### config.mk
export PLATFORM = sky130hd
export DESIGN_NAME = match_ctrl
export DESIGN_NICKNAME = d
export VERILOG_FILES = /design/src/rtl/volley_pkg.sv /design/src/rtl/frame_timer.sv /design/src/rtl/match_ctrl.sv
export SDC_FILE = /design/constraint.sdc
export NUM_CORES = 1
export LEC_CHECK = 0
export BUFFER_PORTS_ARGS = -buffer_cell sky130_fd_sc_hd__buf_4
export CORE_MARGIN = 3
export CORE_UTILIZATION = 52
export CTS_CLUSTER_DIAMETER = 40
export DETAILED_ROUTE_END_ITERATION = 10
export PLACE_DENSITY = 0.77
export SLEW_MARGIN = 20
export SYNTH_ARGS = -nofsm -noshare
export SYNTH_HDL_FRONTEND = slang
export SYNTH_SLANG_ARGS = --single-unit
### constraint.sdc
create_clock -name clk -period 2.1 [get_ports clk]
set_input_delay 0.315 -clock clk [delete_from_list [all_inputs] [get_ports clk]]
set_output_delay 0.315 -clock clk [all_outputs]
set_load 0.05 [all_outputs]
### src/rtl/volley_pkg.sv
// Shared definitions for the volley game blocks (physics, match control, renderer).
// Holds the match FSM state codes, winner codes and default frame constants.
package volley_pkg;

    typedef enum logic [2:0] {
        ST_IDLE  = 3'd0,
        ST_SERVE = 3'd1,
        ST_RALLY = 3'd2,
        ST_POINT = 3'd3,
        ST_OVER  = 3'd4
    } state_e;

    localparam logic [1:0] WIN_NONE = 2'd0;
    localparam logic [1:0] WIN_P1   = 2'd1;
    localparam logic [1:0] WIN_P2   = 2'd2;

    localparam int DEF_WIN_SCORE    = 7;
    localparam int DEF_SERVE_FRAMES = 60;
    localparam int DEF_PAUSE_FRAMES = 90;
    localparam int DEF_SCORE_W      = 4;

    // Counter width able to hold the longer of two frame waits (never below 1 bit).
    function automatic int timer_width(input int a, input int b);
        int m;
        m = (a > b) ? a : b;
        return (m > 1) ? $clog2(m) : 1;
    endfunction

endpackage

### src/rtl/frame_timer.sv
// Frame-tick counter with synchronous clear; done flags the tick on which the
// count equals the loaded terminal value.
module frame_timer #(
    parameter int W = 7
) (
    input  logic         clk,
    input  logic         rst,
    input  logic         clr,
    input  logic         tick,
    input  logic [W-1:0] last,
    output logic         done
);

    logic [W-1:0] count_q;

    assign done = tick && (count_q == last);

    // NOTE: sequential state uses non-blocking assignments so every register samples pre-edge values.
    always_ff @(posedge clk) begin
        if (rst || clr) begin
            count_q <= '0;
        end else if (tick) begin
            count_q <= count_q + 1'b1;
        end
    end

endmodule

### src/rtl/match_ctrl.sv
// Match-level sequencer: serve / rally / point-pause / match-over flow, score
// keeping, and gating of the physics frame enable and reset.
module match_ctrl
    import volley_pkg::*;
#(
    parameter int WIN_SCORE    = DEF_WIN_SCORE,
    parameter int SERVE_FRAMES = DEF_SERVE_FRAMES,
    parameter int PAUSE_FRAMES = DEF_PAUSE_FRAMES,
    parameter int SCORE_W      = DEF_SCORE_W
) (
    input  logic               clk,
    input  logic               rst,
    input  logic               frame_tick,
    input  logic               start_btn,
    input  logic               game_over,
    input  logic [1:0]         winner,
    input  logic               valid,
    output logic               phys_en,
    output logic               phys_rst_n,
    output logic [SCORE_W-1:0] p1_score,
    output logic [SCORE_W-1:0] p2_score,
    output logic [2:0]         state,
    output logic [1:0]         match_winner,
    output logic               point_pulse
);

    localparam int                 CNT_W      = timer_width(SERVE_FRAMES, PAUSE_FRAMES);
    localparam logic [CNT_W-1:0]   SERVE_LAST = CNT_W'(SERVE_FRAMES - 1);
    localparam logic [CNT_W-1:0]   PAUSE_LAST = CNT_W'(PAUSE_FRAMES - 1);
    localparam logic [SCORE_W-1:0] WIN_VAL    = SCORE_W'(WIN_SCORE);

    state_e             state_q, state_d;
    logic               start_q;
    logic               start_rise;
    logic               clear_match, score_p1, score_p2, set_winner;
    logic               rst_n_d;
    logic               phys_rst_n_q, point_pulse_q;
    logic [SCORE_W-1:0] p1_q, p2_q;
    logic [1:0]         match_winner_q;
    logic               tm_tick, tm_done;
    logic [CNT_W-1:0]   tm_last;

    assign start_rise = start_btn && !start_q;

    // Timer inputs kept outside the FSM process so done does not loop back through it.
    assign tm_tick = frame_tick && (state_q == ST_SERVE || state_q == ST_POINT);
    assign tm_last = (state_q == ST_POINT) ? PAUSE_LAST : SERVE_LAST;

    frame_timer #(.W(CNT_W)) u_timer (
        .clk  (clk),
        .rst  (rst),
        .clr  (state_d != state_q),
        .tick (tm_tick),
        .last (tm_last),
        .done (tm_done)
    );

    always_ff @(posedge clk) begin
        if (rst) state_q <= ST_IDLE;
        else     state_q <= state_d;
    end

    // NOTE: every signal driven here gets a default first, so no path leaves one unassigned (no latches).
    always_comb begin
        state_d     = state_q;
        clear_match = 1'b0;
        score_p1    = 1'b0;
        score_p2    = 1'b0;
        set_winner  = 1'b0;
        phys_en     = 1'b0;
        case (state_q)
            ST_IDLE, ST_OVER: begin
                if (start_rise) begin
                    clear_match = 1'b1;
                    state_d     = ST_SERVE;
                end
            end
            ST_SERVE: begin
                if (tm_done) state_d = ST_RALLY;
            end
            ST_RALLY: begin
                phys_en = frame_tick;
                if (valid && game_over) begin
                    if (winner == WIN_P1) begin
                        score_p1 = 1'b1;
                        state_d  = ST_POINT;
                    end else if (winner == WIN_P2) begin
                        score_p2 = 1'b1;
                        state_d  = ST_POINT;
                    end
                end
            end
            ST_POINT: begin
                if (tm_done) begin
                    if (p1_q == WIN_VAL || p2_q == WIN_VAL) begin
                        set_winner = 1'b1;
                        state_d    = ST_OVER;
                    end else begin
                        state_d = ST_SERVE;
                    end
                end
            end
            default: state_d = ST_IDLE;
        endcase
        // Physics runs out of reset in SERVE/RALLY/POINT, except for the first cycle of each serve.
        rst_n_d = (state_d == ST_SERVE || state_d == ST_RALLY || state_d == ST_POINT) &&
                  !(state_d == ST_SERVE && state_q != ST_SERVE);
    end

    always_ff @(posedge clk) begin
        if (rst) begin
            start_q        <= 1'b0;
            phys_rst_n_q   <= 1'b0;
            point_pulse_q  <= 1'b0;
            p1_q           <= '0;
            p2_q           <= '0;
            match_winner_q <= WIN_NONE;
        end else begin
            start_q       <= start_btn;
            phys_rst_n_q  <= rst_n_d;
            point_pulse_q <= score_p1 || score_p2;
            if (clear_match) begin
                p1_q           <= '0;
                p2_q           <= '0;
                match_winner_q <= WIN_NONE;
            end else begin
                if (score_p1 && p1_q != WIN_VAL) p1_q <= p1_q + 1'b1;
                if (score_p2 && p2_q != WIN_VAL) p2_q <= p2_q + 1'b1;
                if (set_winner) match_winner_q <= (p1_q == WIN_VAL) ? WIN_P1 : WIN_P2;
            end
        end
    end

    assign phys_rst_n   = phys_rst_n_q;
    assign point_pulse  = point_pulse_q;
    assign p1_score     = p1_q;
    assign p2_score     = p2_q;
    assign match_winner = match_winner_q;
    assign state        = state_q;

endmodule

==> results.yml <==
yosys:
  synth_top_area_share_pct: 41.3
  synth_fa_ha_area_share_pct: 3.37
  syn_area_per_cell_um2: 8.92
  synthSimpleGateAreaFrac_pct: 32.0
  ys_ff_latch: 23
  synthMuxAreaShare_pct: 7.18
  synth_area_leader_cell: "dfxtp_1"
  ys_warn_count: 0
  synthXorXnorAreaFrac_pct: 6.29
  synth_flop_cell: "dfxtp_1"
  synth_area_um2: 1110
  synth-compound-area-share_pct: 8.19
  synth_fp_nets: 136
  synthTopCellsByArea: "dfxtp_1, mux2i_1, nor2_1"
  syn_inst: 125
  synth_async_sr_flop_share_pct: 0
  synth_top_family_by_area: "simple AND/OR/NAND/NOR gates"
  yosysUniqueCellTypes: 34
  yosysSeqAreaShare_pct: 41.3
  synth_edf_count: 0
die:
  row_count: 16
  pin_count: 24
  die_h_um: 52.3
  die_x_um: 52.3
  die_area_um2: 2740
  core-area_um2: 2000
  initial_core_util_pct: 55.7
critical_path:
  critPathSlowestCell: "dfxtp_1"
  cp-start-kind: "register"
  max_stage_delay_ns: 0.47
  path_max_fanout: 9
  path_common_cell: "buf_4"
  path_buf_inv: 2
  path_cells: "nor3b_1 > buf_4 > and2_1 > buf_4"
  endpoint_kind: "output port"
  timing.rr.start: "state[0]$_SDFF_PP0_"
  crit_arrival_ns: 1.48
  crit_start: "state[1]$_SDFF_PP0_"
  critPathKind: "register to output port"
  crit_required_ns: 1.78
  crit_family: "flip-flops"
global_routing:
  grtUsageTotal_pct: 16.1
  grt_pass1_vias: 753
  antenna_found_initial: 0
  grt_pass1_wl_um: 3340
  gr-total-overflow: 0
  grt_max_degree: 13
power:
  powerDensity_nw_per_um2: 522
  ir_worst_vdd_mv: 0.355
  power.leakage_nw: 0.562
clock_network:
  cts.clk_slew.worst_paths_ns: 0.13
  cts_tree: "yes"
  numCtsBuffers: 3
  insertion_delay_ns: 0.30
  post-cts-setup-buffer-count: 0
  post_cts_resize_count: 0
  cts_max_path_buffers: 2
  hold_buffers: 0
  root_buffer: "clkbuf_4"
  cts_sinks: 23
  h-tree-depth: 1
timing:
  tightest_slew_ns: 0.489
  max_freq_ghz: 0.557
  period_needed_ns: 1.80
  skew_ns: 0.00224
  fin_tns_setup_ns: 0
  hold_viol: 0
  period_share_pct: 85.6
  whs_ns: 0.224
  rsz0062_at_grt: "false"
  slew_headroom_pct: 67.4
  slew_viol_final: 0
  setup_violations: 0
detailed_routing:
  wl_um: 2120
  via_per_inst: 5.35
  final_antenna_net_count: 0
  dr.first_iter.drc_count: 18
  drc_errors: 0
  wl_per_cell_um: 11.8
  vias: 963
  drtPass1Iterations: 4
place:
  io_buffers: 23
  gp_congestion: 0.825
  post-dp-hpwl_um: 1610
layout:
  finish.utilization_pct: 68.1
  syn2layout_area_growth_pct: 22.2
  nets: 165
  diodes: 0
  layout-drive-gt1-share_pct: 21.6
min_path:
  hold_path.class: "input port to register"
  min_from: "rst"
run:
  cap_violations: 0
outcome:
  status: "finished, final reports clean"
-- synthesized netlist by cell type, types with 2 or more instances --
cell / number
nand3b_1: 4
inv_1: 3
a21oi_1: 2
or3_1: 3
nor3b_1: 3
nor2b_1: 4
and4_1: 2
mux2i_1: 8
and2_1: 3
dfxtp_1: 23
ha_1: 3
nor2_1: 20
xnor2_1: 7
nor3_1: 3
clkbuf_1: 2
a31oi_1: 2
nand2_1: 9
nand4_1: 4
o21ai_0: 4
nand3_1: 2
-- metrics by stage --
stage                     total power [mW]  worst slack (ns)  cells  area (um^2)
after floorplan                      0.493            0.0973    125         1110
after global placement               0.516             0.391    176         1340
after detailed placement             0.517             0.317    176         1340
after CTS                            0.719             0.290    180         1360
after global routing                 0.744             0.151    180         1360
final                                0.711             0.303    180         1360
-- metal layers --
| layer | vias to the layer above | wire, um | global-route usage [%] |
|---|---|---|---|
| li1 | 502 | - | - |
| met1 | 441 | 1100 | 24.0 |
| met2 | 18 | 898 | 23.3 |
| met3 | 2 | 104 | 2.56 |
| met4 | 0 | 13 | 5.11 |
| met5 | - | 0 | 0 |
-- report_power, final --
part / switching [mW] / leakage, nW / internal [mW]
clock network: 0.130 / 0.0150 / 0.0739
logic: 0.0347 / 0.362 / 0.0256
registers: 0.00579 / 0.186 / 0.441
total: 0.170 / 0.562 / 0.541
-- sequential cells by signal, indices dropped and copies added, names as in the netlist --
register	flops
match_winner	2
u_timer.count_q	7
point_pulse	1
p2_score	4
start_q	1
phys_rst_n	1
state	3
p1_score	4
-- kinds of logic (layout without fill, tap and decap cells) --
group | count (synthesis) | in the layout
buffers and inverters | 5 | 33
muxes | 8 | 8
xor gates and xnor gates | 8 | 8
DFF | 23 | 23
adders and majority gates | 3 | 3
and+or+nand+nor | 64 | 64
AOI/OAI and AO/OA | 14 | 14
-- path summary, 6_finish.rpt --
check / to / slack [ns] / cells after the start
worst max-delay path: phys_en / 0.30 / 4
worst min-delay path: start_q$_SDFF_PP0_ / 0.22 / 2
worst max register to register: u_timer.count_q[3]$_SDFFE_PP0P_ / 0.32 / 4
worst min register to register: p1_score[3]$_SDFFE_PP0P_ / 0.52 / 2
-- cell type report --
cell class / instances / area [um^2]
Timing Repair Buffer: 26 / 195
Multi-Input combinational cell: 97 / 636
Tap cell: 27 / 33.8
Sequential cell: 23 / 460
Fill cell: 167 / 639
Inverter: 3 / 11.3
Clock buffer: 4 / 26.3
-- placed cells by master (no fill, tap or decap), types with 3 or more instances in the layout --
master	n
inv_1	3
o21ai_0	4
or3_1	3
mux2i_1	8
buf_4	26
and2_1	3
nand2_1	9
clkbuf_4	3
nand3b_1	4
dfxtp_1	23
nand4_1	4
nor3b_1	3
ha_1	3
nor3_1	3
nor2_1	20
xnor2_1	7
nor2b_1	4
Power figures use the tool's default switching activity.
